**src/rtl/jtframe_pkg.sv**
```systemverilog
// jtframe_pkg
// Shared definitions for the jtframe ROM arbiter slice.
//   arb_state_e : arbiter FSM encoding (IDLE / WAIT_ACK / WAIT_DATA)
//   clog2_min1  : index width helper that never returns zero, so a
//                 single-channel or timeout-disabled build still gets
//                 a legal 1-bit vector.
package jtframe_pkg;

  typedef enum logic [1:0] {
    ST_IDLE      = 2'd0,
    ST_WAIT_ACK  = 2'd1,
    ST_WAIT_DATA = 2'd2
  } arb_state_e;

  function automatic int clog2_min1(input int n);
    return (n > 1) ? $clog2(n) : 1;
  endfunction

endpackage

```
**src/rtl/jtframe_arb_pick.sv**
```systemverilog
// jtframe_arb_pick
// Combinational winner search among eligible ROM channels.
// Ports:
//   eligible   [CH-1:0] : channels allowed to win this cycle
//   last_idx   [IW-1:0] : most recently granted channel (round-robin only)
//   found               : at least one channel is eligible
//   win_idx    [IW-1:0] : index of the winning channel
//   win_onehot [CH-1:0] : one-hot form of win_idx, zero when nothing found
// RR=0 picks the highest eligible index; RR=1 scans upward starting at
// (last_idx + 1) mod CH, wrapping around.
module jtframe_arb_pick
  import jtframe_pkg::*;
#(
  parameter int CH = 2,
  parameter int RR = 0,
  localparam int IW = clog2_min1(CH)
) (
  input  logic [CH-1:0] eligible,
  input  logic [IW-1:0] last_idx,
  output logic          found,
  output logic [IW-1:0] win_idx,
  output logic [CH-1:0] win_onehot
);

  int scan_idx;

  always_comb begin
    found      = 1'b0;
    win_idx    = '0;
    win_onehot = '0;
    scan_idx   = 0;
    if (RR != 0) begin
      // First eligible channel found while walking forward from last+1
      for (int k = 0; k < CH; k++) begin
        scan_idx = (int'(last_idx) + 1 + k) % CH;
        if (!found && eligible[scan_idx]) begin
          found   = 1'b1;
          win_idx = IW'(scan_idx);
        end
      end
    end else begin
      // Ascending scan lets the highest eligible index overwrite lower ones
      for (int i = 0; i < CH; i++) begin
        if (eligible[i]) begin
          found   = 1'b1;
          win_idx = IW'(i);
        end
      end
    end
    if (found) begin
      win_onehot[win_idx] = 1'b1;
    end
  end

endmodule

```
**src/rtl/jtframe_rom_arb.sv**
```systemverilog
// jtframe_rom_arb
// Shares one SDRAM read port among CH ROM clients.
// Ports:
//   clk, rst_n         : system clock, asynchronous active-low reset
//   downloading        : ROM download in progress, synchronous clear
//   loop_rst           : SDRAM controller loop reset, synchronous clear
//   ch_req   [CH]      : per-channel request levels
//   ch_addr  [CH*AW]   : per-channel word addresses, channel i at [i*AW +: AW]
//   ch_sel   [CH]      : one-hot owner of the transfer, client write enable
//   sdram_req          : request to the SDRAM controller
//   sdram_ack          : controller accepted the request
//   data_rdy           : read data valid this cycle
//   sdram_addr [AW]    : issued word address (OFFSET[i] + ch_addr[i])
//   ready              : arbiter out of reset/clear
//   busy               : a transfer is outstanding
// All outputs are registered; a grant appears one cycle after the request.
module jtframe_rom_arb
  import jtframe_pkg::*;
#(
  parameter int                  CH     = 2,
  parameter int                  AW     = 22,
  parameter logic [CH*AW-1:0]    OFFSET = '0,
  parameter int                  RR     = 0,
  parameter int                  TMO    = 63,
  parameter int                  RDY_W  = 4
) (
  input  logic             clk,
  input  logic             rst_n,
  input  logic             downloading,
  input  logic             loop_rst,
  input  logic [CH-1:0]    ch_req,
  input  logic [CH*AW-1:0] ch_addr,
  output logic [CH-1:0]    ch_sel,
  output logic             sdram_req,
  input  logic             sdram_ack,
  input  logic             data_rdy,
  output logic [AW-1:0]    sdram_addr,
  output logic             ready,
  output logic             busy
);

  localparam int IW = clog2_min1(CH);
  localparam int TW = clog2_min1(TMO + 1);
  localparam logic [TW:0] TMO_V = (TW + 1)'(TMO);

  arb_state_e       state_q, state_d;
  logic [CH-1:0]    ch_sel_q, ch_sel_d;
  logic             sdram_req_q, sdram_req_d;
  logic [AW-1:0]    sdram_addr_q, sdram_addr_d;
  logic [IW-1:0]    last_q, last_d;
  logic [TW-1:0]    tmo_cnt_q, tmo_cnt_d;
  logic [RDY_W-1:0] rdy_cnt_q, rdy_cnt_d;
  logic             ready_q, ready_d;

  logic             clear;
  logic [CH-1:0]    eligible;
  logic             found;
  logic [IW-1:0]    win_idx;
  logic [CH-1:0]    win_onehot;
  logic [AW-1:0]    grant_addr;
  logic             done;
  logic             retry;
  logic             grant;
  logic [TW:0]      tmo_inc;
  logic [RDY_W:0]   rdy_shift;

  assign clear = downloading | loop_rst;

  // The owner is masked out so it cannot win again in its completion cycle
  assign eligible = ch_req & ~ch_sel_q;

  jtframe_arb_pick #(
    .CH (CH),
    .RR (RR)
  ) u_pick (
    .eligible   (eligible),
    .last_idx   (last_q),
    .found      (found),
    .win_idx    (win_idx),
    .win_onehot (win_onehot)
  );

  // Base + offset for the winner; the sum wraps modulo 2^AW
  always_comb begin
    grant_addr = '0;
    for (int i = 0; i < CH; i++) begin
      if (win_onehot[i]) begin
        grant_addr = OFFSET[i*AW +: AW] + ch_addr[i*AW +: AW];
      end
    end
  end

  // Completion, timeout and grant qualifiers shared by both comb processes
  always_comb begin
    tmo_inc = {1'b0, tmo_cnt_q} + {{TW{1'b0}}, 1'b1};
    done    = data_rdy && (state_q != ST_IDLE);
    retry   = (TMO != 0) && (state_q == ST_WAIT_DATA) && !data_rdy &&
              (tmo_inc == TMO_V);
    grant   = found && ((state_q == ST_IDLE) || done);
  end

  // State register and all datapath flops
  always_ff @(posedge clk or negedge rst_n) begin
    if (!rst_n) begin
      state_q      <= ST_IDLE;
      ch_sel_q     <= '0;
      sdram_req_q  <= 1'b0;
      sdram_addr_q <= '0;
      last_q       <= IW'(CH - 1);
      tmo_cnt_q    <= '0;
      rdy_cnt_q    <= '0;
      ready_q      <= 1'b0;
    end else begin
      state_q      <= state_d;
      ch_sel_q     <= ch_sel_d;
      sdram_req_q  <= sdram_req_d;
      sdram_addr_q <= sdram_addr_d;
      last_q       <= last_d;
      tmo_cnt_q    <= tmo_cnt_d;
      rdy_cnt_q    <= rdy_cnt_d;
      ready_q      <= ready_d;
    end
  end

  // Next-state logic; data_rdy wins over sdram_ack in WAIT_ACK
  always_comb begin
    state_d = state_q;
    if (clear) begin
      state_d = ST_IDLE;
    end else begin
      case (state_q)
        ST_IDLE: begin
          if (found) state_d = ST_WAIT_ACK;
        end
        ST_WAIT_ACK: begin
          if (data_rdy)       state_d = found ? ST_WAIT_ACK : ST_IDLE;
          else if (sdram_ack) state_d = ST_WAIT_DATA;
        end
        ST_WAIT_DATA: begin
          if (data_rdy)   state_d = found ? ST_WAIT_ACK : ST_IDLE;
          else if (retry) state_d = ST_WAIT_ACK;
        end
        default: state_d = ST_IDLE;
      endcase
    end
  end

  // Output/datapath next values; a clear overrides every other event
  always_comb begin
    ch_sel_d     = ch_sel_q;
    sdram_req_d  = sdram_req_q;
    sdram_addr_d = sdram_addr_q;
    last_d       = last_q;
    tmo_cnt_d    = tmo_cnt_q;
    rdy_shift    = {rdy_cnt_q, 1'b1};
    rdy_cnt_d    = rdy_shift[RDY_W-1:0];
    ready_d      = rdy_cnt_q[RDY_W-1];
    if (clear) begin
      ch_sel_d     = '0;
      sdram_req_d  = 1'b0;
      sdram_addr_d = '0;
      tmo_cnt_d    = '0;
      rdy_cnt_d    = '0;
      ready_d      = 1'b0;
    end else if (grant) begin
      ch_sel_d     = win_onehot;
      sdram_req_d  = 1'b1;
      sdram_addr_d = grant_addr;
      last_d       = win_idx;
      tmo_cnt_d    = '0;
    end else if (done) begin
      ch_sel_d    = '0;
      sdram_req_d = 1'b0;
      tmo_cnt_d   = '0;
    end else if ((state_q == ST_WAIT_ACK) && sdram_ack) begin
      sdram_req_d = 1'b0;
      tmo_cnt_d   = '0;
    end else if (retry) begin
      // Same owner and address, only the request is re-issued
      sdram_req_d = 1'b1;
      tmo_cnt_d   = '0;
    end else if ((state_q == ST_WAIT_DATA) && (TMO != 0)) begin
      tmo_cnt_d = tmo_inc[TW-1:0];
    end
  end

  assign ch_sel     = ch_sel_q;
  assign sdram_req  = sdram_req_q;
  assign sdram_addr = sdram_addr_q;
  assign ready      = ready_q;
  assign busy       = |ch_sel_q;

endmodule

```
**config.mk**
```make
export PLATFORM = sky130hd
export DESIGN_NAME = jtframe_rom_arb
export DESIGN_NICKNAME = d
export VERILOG_FILES = /design/src/rtl/jtframe_pkg.sv /design/src/rtl/jtframe_arb_pick.sv /design/src/rtl/jtframe_rom_arb.sv
export SDC_FILE = /design/constraint.sdc
export NUM_CORES = 1
export LEC_CHECK = 0
export ABC_AREA = 1
export BUFFER_PORTS_ARGS = -buffer_cell sky130_fd_sc_hd__buf_4
export CAP_MARGIN = 20
export CORE_AREA = 3 3 83 77
export DETAILED_ROUTE_END_ITERATION = 10
export DIE_AREA = 0 0 86 80
export HOLD_SLACK_MARGIN = 0.15
export PLACE_DENSITY = 0.59
export REMOVE_ABC_BUFFERS = 1
export SLEW_MARGIN = 5
export SYNTH_ARGS = -nofsm -noshare
export SYNTH_HDL_FRONTEND = slang
export SYNTH_SLANG_ARGS = --single-unit
```
**constraint.sdc**
```tcl
create_clock -name clk -period 4.1 [get_ports clk]
set_input_delay 0.205 -clock clk [delete_from_list [all_inputs] [get_ports clk]]
set_output_delay 0.205 -clock clk [all_outputs]
set_load 0.01 [all_outputs]
```
Word-level counts from Yosys, hierarchy flattened --
Index checks and enable logic that the tools add are counted.
Word-level totals: register bits after elaboration 38, output and inout port bits 27
Operators by class: add/sub/neg operators 1, magnitude comparators 2, equal/unequal tests 6, muxes and demuxes 34, bitwise operators 3, reduce and logical (&&, ||, !) cells 16
Operators with widths (number):
- $mux 22 | 4
- $mux 6 | 6
- $mux 2 | 10
- $mux 1 | 11
- $ne 4x4->1 const B | 2
- $add 6x1->7 const B | 1
- $eq 7x6->1 const B | 1
- $logic_and 1x1->1 | 6
- $pmux 2 s3 | 1
- $reduce_bool 6->1 | 1
- $reduce_bool 5->1 | 1
- $mux 4 | 1
- $reduce_bool 2->1 | 2
- $ne 3x3->1 const B | 1
- $reduce_and 3->1 | 1
- $reduce_bool 3->1 | 1
- $and 2x2->2 | 1
- $eq 2x1->1 const B | 1
- $eq 2x2->1 const B | 1
- $logic_not 2->1 | 1
- $lt 1x2->1 const B | 1
- $not 2->2 | 1
- $reduce_or 2->1 | 1
- $demux 1 s1 | 1
- 4 further kinds | 4

Logic depth before layout (Yosys ltp) --
depth after elaboration 12, mapped depth 10, gate-level depth less buffers 10

Hierarchy --
A second synthesis with hierarchy kept.
Unflattened totals: cells, all modules 218, area total of the unflattened synthesis 1894.3 µm²
By module, submodules not included:
- jtframe_rom_arb | times used 1, cells each 212, area an instance 1868.0 µm²
- jtframe_arb_pick | times used 1, cells each 6, area an instance 26.3 µm²

Worst setup path after synthesis --
Ideal clock, no wire load.
path type reg-to-reg, from register ch_sel_q[1], in the netlist ch_sel[1], to register sdram_addr_q[0], in the netlist sdram_addr[0], data arrival time 1.233 ns, path slack 2.744 ns, cell stages (with the launch flop) 10, period minus slack after synthesis 1.356 ns, cell sequence dfrtp_1 > inv_1 > nand2_2 > nand2_1 > nand2_4 > inv_2 > nor2_4 > buf_2 > a32oi_1 > nand2_1
Between the ends: word-level cells in the longest chain between the ends 12, elaborated cells between the ends (all ways) 16, those cells by class order compare (2); mux (9); bitwise (2); reduce/logical (3)
RTL lines:
- from (decl) | line jtframe_rom_arb.sv:47 | logic [CH-1:0] ch_sel_q, ch_sel_d;
- from (signal assigned) | line jtframe_rom_arb.sv:115 | ch_sel_q <= ch_sel_d;
- $not 2->2 (*) | line jtframe_rom_arb.sv:70 | assign eligible = ch_req & ~ch_sel_q;
- $and 2x2->2 (*) | line jtframe_rom_arb.sv:70
- $mux 1 | line jtframe_arb_pick.sv:44 | if (eligible[i]) begin
- $lt 1x2->1 (implied by the code) / $ge 1x1->1 (equally long branches) | line jtframe_arb_pick.sv:51 | win_onehot[win_idx] = 1'b1;
- $logic_and 1x1->1 (implied by the code) | line jtframe_arb_pick.sv:51
- $mux 1 (implied by the code) | line jtframe_arb_pick.sv:51
- $demux 1 s1
- $mux 2 | line jtframe_arb_pick.sv:50 | if (found) begin
- $mux 22 (2 in a row) | line jtframe_rom_arb.sv:87 | if (win_onehot[i]) begin
- $mux 22 | line jtframe_rom_arb.sv:165 | end else if (grant) begin
- $mux 22 | line jtframe_rom_arb.sv:158 | if (clear) begin
- to (signal assigned) | line jtframe_rom_arb.sv:117 | sdram_addr_q <= sdram_addr_d;
- to (decl) | line jtframe_rom_arb.sv:49 | logic [AW-1:0] sdram_addr_q, sdram_addr_d;
Mark *: on every way between the ends. The rest lies on a longest branch, timed or not. The select of a mux whose other input is x is not followed. A chain may end at the register's enable or synchronous reset.

Worst setup path after layout --
from input port downloading, to register sdram_addr_q[3], in the netlist sdram_addr[3]
Between the ends: word-level cells in the longest chain between the ends 2, elaborated cells between the ends (all ways) 3, those cells by class mux (1); bitwise (1); reduce/logical (1)
RTL lines:
- from (decl) | line jtframe_rom_arb.sv:29 | input logic downloading,
- $or 1x1->1 (*) | line jtframe_rom_arb.sv:67 | assign clear = downloading | loop_rst;
- $mux 22 / $reduce_bool 2->1 (equally long branches)
Mark *: on every way between the ends. The rest lies on a longest branch, timed or not.

==> metrics.cfg <==
[placed_design]
dpl-instance-area_um2=2570
placement.setup.worst_slack_ns=2.36
finalWeightedCongestion=0.762
hpwl_after_detailed_placement_mm=3.50
port-buffer-count=78

[layout]
most_frequent_standard_cell_in_the_layout_excluding_fill_and_tap_cells=buf_4
post_layout_utilization_of_the_core_pct=48.3
post-route-cell-area_um2=2720
mostFrequentLayoutCells=buf_4, nand2_1, dfrtp_1
insertedDiodeCount=0
share_of_layout_cells_above_drive_strength_1_pct=31.3
area_growth_syn_to_layout_pct=39.5
nets=369

[critical_path]
critical_path.top_delay_family=buffers and inverters
cp_class=input pin to flop
cpMaxStageDelayCell=nor2_4
critPathArrivalTime_ns=2.01
critPathMostFrequentCell=nor2_4
nature_of_the_critical_path_startpoint=input pin
r2r_slack_ns=2.40
timing.critical_path.to_type=flop
critical_path_buf_inv_count=3
cp_max_fo=29
crit_path_max_incr_delay_ns=0.55
worstPathRequired_ns=4.32
cp_cell_sequence=dlygate4sd3_1 -> buf_4 -> nor2_4 -> inv_2 -> nor2_4 -> a32oi_1 -> nand2_1

[global_route]
groute.usage.overall_pct=14.5
grt_pass1_vias=1634
number_of_antenna_violations_at_the_first_check_in_global_routing=0
global_route.overflow_total=0
grt_pass1_wl_mm=7.87
grt_start_max_net_pins=39

[sta]
tcrit_tclk_final_pct=43.7
fmax_ghz=0.558
period_minus_slack_ns=1.79
final.setup_skew_ns=0.00833
fin_tns_setup_ns=0
maxSlewHeadroom_pct=55.6
grt_setup_unrepaired=no
worst_slew_pin_slew_ns=0.666
final_hold_viol_count=0
layout_setup_ws_ns=2.31
finalSetupViolCount=0
finalMaxSlewViolations=0

[drt]
first_iter_violations=65
route.detailed.vias_per_inst=4.64
dr_total_vias=1790
ant_nets=0
post_drt_wl_per_cell_um=12.7
finalWirelength_mm=4.89
firstDrtPassIters=4
drc_violation_count_after_routing=0

[clocking]
clock_tree.root_cell=clkbuf_8
ctsLongestPathBuffers=2
path_clk_slew_ns=0.07
numCtsBuffers=5
cts_setup_buffers=0
cts_hold_buf=6
clk_latency_ns=0.28
h-tree-depth=2
ctsResizeCount=0
tritoncts=done
tritoncts_num_sinks=38

[floorplanning]
io_pins=79
design.core.area_um2=5630
die_h_um=80
die_area_um2=6880
rows=26
start_util_pct=34.6
die_x_um=86

[power_and_ir_drop]
power_switching_mw=0.200
clock_network_fraction_of_design_power_pct=32.8
fin_total_pwr_mw=0.790
power.share.sequential_pct=49.9
internal-power_mw=0.590
p_leak_nw=1.42
comb_power_share_pct=17.3
power_density_nw_per_um2=290
netSwitchingFraction_pct=25.3
max-vdd-ir-drop_uv=128

[synth]
synth_cell_type_count=26
synth_seq_area_share_pct=48.8
synth.yosys.warnings=0
cells_after_synth=232
postSynthRegisterBits=38
syn_area_per_cell_um2=8.40
netlist_area_um2=1950

[worst_hold_path]
worst_hold_path_type=input pin to flop

[job]
drv.max_cap_violation_count=0

[run_status]
run_status=completed

logic make-up (layout without fill, tap and decap cells):
family          after synthesis  after routing  synth area share [%]
simple gates                 91             91                  21.1
compound gates               52             52                  17.9
buf+inv                      48            132                  10.5
flops                        38             38                  48.8
fa+ha+maj                     2              2                  1.28
xor+xnor                      1              1                 0.449
worst min-delay path, stage by stage:
cell and delay, ns:
buf_4 0.08, nand3_1 0.06, nand2_1 0.06
metrics by stage:
stage,std cells,hold slack (ns)
floorplan,224,-0.0906
global placement,372,0.209
detailed placement,372,0.208
CTS,386,0.150
global route,386,0.155
finish,386,0.158
path summary, 6_finish.rpt:
path,from,cells after the start,to
min in group asynchronous,rst_n,2,tmo_cnt_q[2]
worst min-delay path,ch_addr[22],3,sdram_addr[0]
worst min register to register,rdy_cnt_q[3],2,ready
worst max register to register,ch_sel[1],6,sdram_addr[21]
max in group asynchronous,rst_n,2,tmo_cnt_q[5]
worst max-delay path,downloading,7,sdram_addr[3]
per-layer routing:
| metal | wire [um] | part of all wire, % | global-route usage (%) |
|---|---|---|---|
| met4 | 53 | 1.1 | 5.22 |
| met2 | 2110 | 43 | 21.4 |
| met1 | 2370 | 49 | 20.7 |
| met5 | 0 | 0 | 0 |
| met3 | 354 | 7.2 | 3.30 |
power by group through the flow:
stage | Combinational, mW | Sequential (mW) | Clock (mW)
after floorplan | 0.0519 | 0.405 | 0
after global placement | 0.133 | 0.401 | 0
after detailed placement | 0.135 | 0.401 | 0
after CTS | 0.140 | 0.394 | 0.272
after global routing | 0.154 | 0.395 | 0.289
final | 0.136 | 0.394 | 0.259
registers in the layout, summed over array words and instances, names as in the netlist:
| name | cells |
|---|---|
| tmo_cnt_q | 6 |
| rdy_cnt_q | 4 |
| ch_sel | 2 |
| ready | 1 |
| sdram_req | 1 |
| sdram_addr | 22 |
| state_q | 2 |
cells in the mapped netlist:
cell | n | area share [%]
inv_2 | 5 | 0.96
nand3_1 | 16 | 4.1
a22o_1 | 17 | 7.6
dfrtp_1 | 38 | 49
nor2_1 | 14 | 2.7
nand2_1 | 48 | 9.2
nand2_4 | 1 | 0.58
buf_2 | 3 | 0.77
clkbuf_2 | 1 | 0.26
xnor2_1 | 1 | 0.45
ha_1 | 2 | 1.3
o32ai_1 | 1 | 0.45
a32oi_1 | 5 | 2.2
a31oi_1 | 1 | 0.32
or2_2 | 1 | 0.32
nand2_2 | 4 | 1.3
nand4_1 | 2 | 0.64
nor3_1 | 2 | 0.51
clkbuf_1 | 1 | 0.19
a21oi_1 | 6 | 1.5
inv_1 | 35 | 6.7
o21ai_0 | 21 | 5.4
nor2_4 | 3 | 1.7
o22ai_1 | 1 | 0.32
buf_4 | 1 | 0.39
buf_6 | 2 | 1.2
final cells by class:
type	instances	area, um2
Sequential cell	38	951
Tap cell	70	87.6
Fill cell	546	2910
Inverter	40	150
Multi-Input combinational cell	146	795
Clock inverter	1	5.00
Clock buffer	7	86.3
Timing Repair Buffer	84	646
No activity file was read; power rests on OpenSTA's default activity.
